### src/rtl/dot_prod_seq_pkg.sv
// Shared types and widths for the sequential dot-product block.
// Imported by the interface, the top and the saturation stage.
package dp_pkg;

  localparam int OPW       = 8;
  localparam int ACCW      = 16;
  localparam int LENW      = 4;
  localparam int SAT_SHIFT = 7;

  typedef enum logic [1:0] {
    IDLE  = 2'd0,
    ACCUM = 2'd1,
    DONE  = 2'd2
  } state_t;

endpackage

### src/rtl/dot_prod_seq_if.sv
// Operand stream, result handshake and status of dot_prod_seq.
// master drives operands and result acceptance; slave is the block.
interface dot_prod_seq_if;
  import dp_pkg::*;

  logic                   start;
  logic [LENW-1:0]        len;
  logic                   in_valid;
  logic                   in_ready;
  logic signed [OPW-1:0]  in_a;
  logic signed [OPW-1:0]  in_b;
  logic                   res_valid;
  logic                   res_ready;
  logic [ACCW-1:0]        res_data;
  logic [OPW-1:0]         res_sat8;
  logic                   res_of;
  logic                   res_uf;
  logic                   busy;

  modport master (
    output start, len, in_valid, in_a, in_b, res_ready,
    input  in_ready, res_valid, res_data, res_sat8,
    input  res_of, res_uf, busy
  );

  modport slave (
    input  start, len, in_valid, in_a, in_b, res_ready,
    output in_ready, res_valid, res_data, res_sat8,
    output res_of, res_uf, busy
  );

endinterface

### src/rtl/dp_sat8.sv
// Requantizes the accumulator to 8 bits, saturating on sticky
// overflow/underflow or when the scaled value leaves int8 range.
module dp_sat8
  import dp_pkg::*;
(
  input  logic signed [ACCW-1:0] acc,
  input  logic                   of,
  input  logic                   uf,
  output logic [OPW-1:0]         sat
);

  localparam logic signed [ACCW-1:0] SMAX = 16'sd127;
  localparam logic signed [ACCW-1:0] SMIN = -16'sd128;

  logic signed [ACCW-1:0] sh;

  assign sh = acc >>> SAT_SHIFT;

  // flags take precedence: a wrapped acc no longer means anything
  always_comb begin
    if (of)
      sat = 8'h7F;
    else if (uf)
      sat = 8'h80;
    else if (sh > SMAX)
      sat = 8'h7F;
    else if (sh < SMIN)
      sat = 8'h80;
    else
      sat = sh[OPW-1:0];
  end

endmodule

### src/rtl/dot_prod_seq.sv
// Sequential signed dot product: one operand pair per handshake,
// 16-bit wrapping accumulator with sticky overflow/underflow flags.
module dot_prod_seq
  import dp_pkg::*;
(
  input  logic           clk,
  input  logic           rst_n,
  dot_prod_seq_if.slave  bus
);

  state_t                 state;
  state_t                 state_d;
  logic signed [ACCW-1:0] acc;
  logic signed [ACCW-1:0] prod;
  logic [ACCW:0]          sum;
  logic [LENW-1:0]        count;
  logic [LENW-1:0]        len_q;
  logic                   of_q;
  logic                   uf_q;
  logic                   take;
  logic                   last;
  logic [OPW-1:0]         sat;

  assign prod = bus.in_a * bus.in_b;
  assign sum  = {acc[ACCW-1], acc} + {prod[ACCW-1], prod};
  assign take = (state == ACCUM) && bus.in_valid;
  assign last = (count == len_q - 1'b1);

  always_ff @(posedge clk or negedge rst_n) begin
    if (!rst_n)
      state <= IDLE;
    else
      state <= state_d;
  end

  always_comb begin
    state_d = state;
    unique case (state)
      IDLE: begin
        if (bus.start)
          state_d = (bus.len == '0) ? DONE : ACCUM;
      end
      ACCUM: begin
        if (take && last)
          state_d = DONE;
      end
      DONE: begin
        if (bus.res_ready)
          state_d = IDLE;
      end
      default: state_d = IDLE;
    endcase
  end

  always_comb begin
    bus.in_ready  = 1'b0;
    bus.res_valid = 1'b0;
    bus.busy      = 1'b0;
    unique case (state)
      ACCUM: begin
        bus.in_ready = 1'b1;
        bus.busy     = 1'b1;
      end
      DONE: begin
        bus.res_valid = 1'b1;
        bus.busy      = 1'b1;
      end
      default: ;
    endcase
  end

  always_ff @(posedge clk or negedge rst_n) begin
    if (!rst_n) begin
      acc   <= '0;
      count <= '0;
      len_q <= '0;
      of_q  <= 1'b0;
      uf_q  <= 1'b0;
    end else if (state == IDLE && bus.start) begin
      acc   <= '0;
      count <= '0;
      len_q <= bus.len;
      of_q  <= 1'b0;
      uf_q  <= 1'b0;
    end else if (take) begin
      acc   <= sum[ACCW-1:0];
      count <= count + 1'b1;
      of_q  <= of_q | (sum[ACCW:ACCW-1] == 2'b01);
      uf_q  <= uf_q | (sum[ACCW:ACCW-1] == 2'b10);
    end
  end

  dp_sat8 u_sat (
    .acc (acc),
    .of  (of_q),
    .uf  (uf_q),
    .sat (sat)
  );

  assign bus.res_data = acc;
  assign bus.res_sat8 = sat;
  assign bus.res_of   = of_q;
  assign bus.res_uf   = uf_q;

endmodule

### src/flat_wrapper.sv
// flat-port wrapper written by rule: the top's interface ports become plain ports
module dot_prod_seq_flat import dp_pkg::*;
  (clk, rst_n, bus_start, bus_len, bus_in_valid, bus_in_a, bus_in_b, bus_res_ready, bus_in_ready, bus_res_valid, bus_res_data, bus_res_sat8, bus_res_of, bus_res_uf, bus_busy);
  dot_prod_seq_if bus_i ();
  input  logic clk;
  input  logic rst_n;
  input wire logic [$bits(bus_i.start)-1:0] bus_start;
  input wire logic [$bits(bus_i.len)-1:0] bus_len;
  input wire logic [$bits(bus_i.in_valid)-1:0] bus_in_valid;
  input wire logic [$bits(bus_i.in_a)-1:0] bus_in_a;
  input wire logic [$bits(bus_i.in_b)-1:0] bus_in_b;
  input wire logic [$bits(bus_i.res_ready)-1:0] bus_res_ready;
  output wire logic [$bits(bus_i.in_ready)-1:0] bus_in_ready;
  output wire logic [$bits(bus_i.res_valid)-1:0] bus_res_valid;
  output wire logic [$bits(bus_i.res_data)-1:0] bus_res_data;
  output wire logic [$bits(bus_i.res_sat8)-1:0] bus_res_sat8;
  output wire logic [$bits(bus_i.res_of)-1:0] bus_res_of;
  output wire logic [$bits(bus_i.res_uf)-1:0] bus_res_uf;
  output wire logic [$bits(bus_i.busy)-1:0] bus_busy;
  assign bus_i.start = bus_start;
  assign bus_i.len = bus_len;
  assign bus_i.in_valid = bus_in_valid;
  assign bus_i.in_a = bus_in_a;
  assign bus_i.in_b = bus_in_b;
  assign bus_i.res_ready = bus_res_ready;
  assign bus_in_ready = bus_i.in_ready;
  assign bus_res_valid = bus_i.res_valid;
  assign bus_res_data = bus_i.res_data;
  assign bus_res_sat8 = bus_i.res_sat8;
  assign bus_res_of = bus_i.res_of;
  assign bus_res_uf = bus_i.res_uf;
  assign bus_busy = bus_i.busy;
  dot_prod_seq u_core (.clk(clk), .rst_n(rst_n), .bus(bus_i));
endmodule
### config.mk
export PLATFORM = sky130hd
export DESIGN_NAME = dot_prod_seq_flat
export DESIGN_NICKNAME = d
export VERILOG_FILES = /design/src/rtl/dot_prod_seq_pkg.sv /design/src/rtl/dot_prod_seq_if.sv /design/src/rtl/dp_sat8.sv /design/src/rtl/dot_prod_seq.sv /design/src/flat_wrapper.sv
export SDC_FILE = /design/constraint.sdc
export NUM_CORES = 1
export LEC_CHECK = 0
export CAP_MARGIN = 10
export CORE_ASPECT_RATIO = 2
export CORE_UTILIZATION = 25
export DETAILED_ROUTE_END_ITERATION = 12
export PLACE_DENSITY_LB_ADDON = 0.3
export SETUP_SLACK_MARGIN = 0.15
export SYNTH_ARGS = -nofsm -noshare
export SYNTH_HDL_FRONTEND = slang
export SYNTH_SLANG_ARGS = --single-unit
### constraint.sdc
create_clock -name clk -period 5.5 [get_ports clk]
set_input_delay 1.375 -clock clk [delete_from_list [all_inputs] [get_ports clk]]
set_output_delay 1.375 -clock clk [all_outputs]
set_load 0.02 [all_outputs]
Word level (Yosys, flattened, before mapping)
Cells that the tools add are included.
Cells by class
  $add $sub $neg: 3
  $mul: 1
  magnitude comparators: 2
  equality and inequality tests: 8
  muxes and demuxes: 20
  bitwise logic cells: 2
  reductions and logical operators: 8
Operators by type and width (number)
  2-to-1 mux 16 bit: 2
  2-to-1 mux 8 bit: 4
  adder 16 x 16 -> 17 bit: 1
  multiplier 8 x 8 -> 16 bit: 1
  greater-than comparator 9 x 8 -> 1 bit (second input constant): 1
  less-than comparator 9 x 8 -> 1 bit (second input constant): 1
  2-to-1 mux 2 bit: 4
  2-to-1 mux 4 bit: 2
  2-to-1 mux 1 bit: 7
  inequality test 2 bit (second input constant): 3
  one-hot mux 2 bit (3 select lines): 1
  adder 4 x 1 -> 4 bit (second input constant): 1
  equality test 2 x 1 -> 1 bit (second input constant): 2
  equality test 2 bit (second input constant): 2
  equality test 4 bit: 1
  logical NOT 4 bit: 1
  subtractor 4 x 1 -> 4 bit (second input constant): 1
  logical AND 1 bit: 3
  AND reduction 3 bit: 1
  logical NOT 2 bit: 1
  bitwise OR 1 bit: 2
  nonzero test 2 bit: 1
  OR reduction 2 bit: 1
Storage, ports and cells
  register bits after elaboration: 28
  input bits: 25
  output and inout bits: 29
  logic and storage cells: 50

Longest topological paths before layout
  word-level depth: 6
  depth in mapped cells: 19
  gate-level depth less buffers: 18

Modules after synthesis
Synthesis repeated with hierarchy kept, for this count alone.
Second synthesis, totals
  cells, all modules: 491
  area total of the unflattened synthesis: 4640.7 um^2
By module, submodules not included
  dot_prod_seq: instances 1, cells an instance 464, area an instance 4443.0 um^2, sequential area each 700.7 um^2
  dp_sat8: instances 1, cells an instance 27, area an instance 197.7 um^2, sequential area each 0.0 um^2

Worst setup path after synthesis
Ideal clock, no wire load.
  kind: input-to-reg
  start: in bus_in_b[1]
  end: reg u_core.of_q, in the netlist u_core.bus.res_of
  setup time: 0.122 ns
  arrival: 5.692 ns
  required time: 5.378 ns
  slack: -0.314 ns
  cell stages on the path: 13
  path buffers: 1
  cells stage by stage: clkbuf_1 > and2_1 > fa_1 > fa_1 > fa_1 > fa_1 > ha_1 > ha_1 > or4_4 > o22ai_2 > o21ai_2 > xnor2_1 > a32o_1
Between the ends
  cells in the longest elaborated chain, start to end: 6
RTL lines
  from (decl): line flat_wrapper.sv:11  | input wire logic [$bits(bus_i.in_b)-1:0] bus_in_b;
  multiplier 8 x 8 -> 16 bit: line dot_prod_seq.sv:24  | assign prod = bus.in_a * bus.in_b;
  adder 16 x 16 -> 17 bit: line dot_prod_seq.sv:25  | assign sum = {acc[ACCW-1], acc} + {prod[ACCW-1], prod};
  equality test 2 x 1 -> 1 bit: line dot_prod_seq.sv:88  | of_q <= of_q | (sum[ACCW:ACCW-1] == 2'b01);
  bitwise OR 1 bit: line dot_prod_seq.sv:88
  2-to-1 mux 1 bit: line dot_prod_seq.sv:85  | end else if (take) begin
  2-to-1 mux 1 bit: line dot_prod_seq.sv:79  | end else if (state == IDLE && bus.start) begin
  to (signal assigned): line dot_prod_seq.sv:88
  to (decl): line dot_prod_seq.sv:18  | logic of_q;
Every way passes these cells. The select of a mux whose other input is x is not followed.
A chain may end at the register's enable or synchronous reset.

Worst setup path after layout
  start: in bus_in_a[7]
  end: reg u_core.uf_q, in the netlist u_core.bus.res_uf
Between the ends
  cells in the longest elaborated chain, start to end: 6
RTL lines
  from (decl): line flat_wrapper.sv:10  | input wire logic [$bits(bus_i.in_a)-1:0] bus_in_a;
  multiplier 8 x 8 -> 16 bit: line dot_prod_seq.sv:24
  adder 16 x 16 -> 17 bit: line dot_prod_seq.sv:25
  equality test 2 bit: line dot_prod_seq.sv:89  | uf_q <= uf_q | (sum[ACCW:ACCW-1] == 2'b10);
  bitwise OR 1 bit: line dot_prod_seq.sv:89
  2-to-1 mux 1 bit: line dot_prod_seq.sv:85
  2-to-1 mux 1 bit: line dot_prod_seq.sv:79
  to (signal assigned): line dot_prod_seq.sv:89
  to (decl): line dot_prod_seq.sv:19  | logic uf_q;
Every way passes these cells. The select of a mux whose other input is x is not followed.

==> out/metrics.cfg <==
[run_status]
status=finished, final reports clean

[synthesis]
yosysMostFrequentCell=inv_1
post_synth.cell_area_avg_um2=9.26
ys_warn_count=0
synth_compound_area_frac=0.105
synth_edf_count=0
ys_types=45
synth_cells=486
synth_top_family_by_area=adder cells
synth_ff_type=dfrtp_1
synth_fa_ha_area_frac=0.461
ys_seq_area_frac=0.156
synth_top_area_frac=0.338
syn-num-nets=631
synthArstFlopShare=1.00
synth-simple-area-share=0.152
synth_area_mm2=0.00450
synth-xor-area-share=0.0389
synthTopCellsByCount=inv_1, fa_1, nand2_1
muxShareOfSynthArea=0
synth_top_area_cell=fa_1
synth_seq_cells=28
synth.area.top_cells=fa_1, dfrtp_1, ha_1, inv_1, and2_1

[pwr]
switching_power_uw=2090
p_int_uw=2540
seqPwrFrac=0.079
ir_drop_mv=0.481
p_comb_frac=0.874
swShare=0.451
powerDensity_mw_per_mm2=732
p_leak_uw=0.00299
p_clk_frac=0.047

[global_route]
grt_antenna_before_repair=0
grt_usage=0.132
grt_pass1_vias=4154
grt_overflow=0
grt_max_degree=31
grt_pass1_wl_mm=19.9

[route]
vias=3641
routed_wl_mm=11.6
drt_pass1_iterations=4
drtAntennaViolNets=0
via_per_inst=4.47
drc=0
routedWlPerCell_um=14.2
drtIter0Drc=51

[setup_path]
cp_data_required_time_ns=5.66
crit_fanout=8
critPathLaunchType=input port
rrSetupSlack_ns=1.06
worstPathArrival_ns=5.65
criticalPathCategory=input port to flop
crit_path_end_kind=flop

[clock_tree]
clk_pin_slew_ns=0.07
cts_inserted_buffers=3
cts_sinks=28
cts_max_level=1
root_buffer=clkbuf_16
clockBufferDepth=2
tritoncts=done
clock_latency_ns=0.27
cts_hold_buffers=0

[finish]
area_delta_synth_final_pct=40.6
antennaDiodeCount=0
layout-drive-gt1-share=0.284
final_util=0.357
fillers=1749
layout.nets=748

[placed_design]
port-buffer-count=53
hpwl_mm=9.85
routabilityCongestion=0.819

[floorplanning]
core.rowCount=69
initial_core_util=0.254
coreArea_mm2=0.0177
die_area_mm2=0.0186
die_h_um=192
io_pins=54
die_w_um=96.8

[timing]
rsz0062_at_grt=true
timing.fmax_mhz=182
clock_skew_ns=0.00219
fin_crit_sh=0.998
hold_viol=0
whs_ns=0.513
relSlewSlack=0.273
tightest_slew_ns=1.09
maxSlewViolCount=0
setup-violations-final=0
fin_crit_ns=5.49

[run]
cap_violations=0

[worst_hold_path]
min_path_type=flop to flop

==> worst paths after layout <==
kind,cells after the start,end,startpoint
min reg2reg,2,u_core.len_q[3],u_core.len_q[3]
max,18,u_core.bus.res_uf,bus_in_a[7]
min in group asynchronous,2,u_core.bus.res_data[1],rst_n
max reg2reg,19,u_core.bus.res_data[10],u_core.bus.res_data[4]
max in group asynchronous,2,u_core.bus.res_data[15],rst_n
min,2,u_core.len_q[3],u_core.len_q[3]
==> flip-flops by register name, indices dropped and copies added (netlist names) <==
signal / count
u_core.len_q: 4
u_core.bus.res_uf: 1
u_core.bus.res_of: 1
u_core.state: 2
u_core.count: 4
u_core.bus.res_data: 16
==> power by group through the flow <==
| stage | clock [µW] | sequential, µW | combinational (µW) |
|---|---|---|---|
| after global placement | 0 | 370 | 3340 |
| after global routing | 228 | 380 | 4480 |
| after detailed placement | 0 | 373 | 3380 |
| after CTS | 222 | 372 | 3980 |
| final | 217 | 365 | 4050 |
| after floorplan | 0 | 379 | 2280 |
==> metrics by stage <==
step	setup TNS, ns	total power (µW)	std cells	instance area, µm²	setup slack (ns)
3_3_place_gp	-6.65	3710	790	5830	-0.717
6_report	0	4630	815	6320	0.00855
2_1_floorplan	0	2660	486	4680	0.102
5_1_grt	-0.809	5080	815	6320	-0.139
3_5_place_dp	-7.07	3750	790	5830	-0.814
4_1_cts	-0.00263	4570	810	6260	-0.00263
==> worst max-delay path, stage by stage <==
cell and delay, ns:
buf_6 0.09, buf_12 0.12, buf_6 0.11, nand2_4 0.05, inv_2 0.04, fa_1 0.58, inv_2 0.08, fa_1 0.50
inv_2 0.05, fa_1 0.49, fa_1 0.55, ha_4 0.22, ha_4 0.16, or4_4 0.56, o22ai_4 0.15, o21ai_2 0.09
xnor2_2 0.15, o41ai_2 0.28
==> per-layer routing <==
metal / share of wire / wire length (µm) / track usage
met5: 0 / 0 / 0
met4: 0.017 / 194 / 0.0362
met3: 0.017 / 199 / 0.00655
met2: 0.60 / 6910 / 0.279
met1: 0.37 / 4300 / 0.137
==> timing repair <==
action                                 CTS  global route
pin swaps                               78            30
endpoints found under the hold margin    0             0
gates cloned                             0             0
resized for setup                      128            17
setup endpoints to repair               12            10
buffers inserted                        16             5
==> cells in the final DEF (no fill, tap or decap), types with 2 or more instances in the layout <==
master	instances
a211oi_2	2
clkdlybuf4s50_1	37
a21oi_2	4
or4_1	2
a211oi_1	2
clkbuf_16	3
a21boi_2	2
xor2_1	4
dfrtp_1	28
o21ai_0	6
and2_1	30
nor2_2	2
a21oi_1	24
inv_1	79
nand2_4	4
nor3_1	4
fa_2	7
a21o_1	4
buf_4	54
nor2b_1	3
inv_2	15
o21bai_1	9
buf_12	4
ha_2	2
nor4b_1	2
and2_4	6
ha_4	14
a32o_1	2
buf_6	15
buf_2	10
xnor2_1	14
o21ai_2	3
fa_1	69
nor2_1	19
o21a_1	2
ha_1	28
nand2_1	54
xnor2_2	2
nand2_2	3
==> cells by family after synthesis <==
| family | Yosys count |
|---|---|
| AND/OR/NAND/NOR | 141 |
| adder cells (fa/ha/maj) | 120 |
| buffers and inverters | 105 |
| AO/OA/AOI/OAI | 72 |
| flip-flops | 28 |
| XOR/XNOR | 20 |
==> final cells by class <==
class / count / area [µm²] / share of cell area
multi-input cells: 353 / 3800 / 0.601
repair buffers: 122 / 1090 / 0.172
flip-flops and latches: 28 / 701 / 0.111
inverters: 95 / 362 / 0.0572
well taps: 213 / 267 / 0.0421
clock buffers: 3 / 75.1 / 0.0119
clock inverters: 1 / 30.0 / 0.00475
No activity file was read; power rests on OpenSTA's default activity.
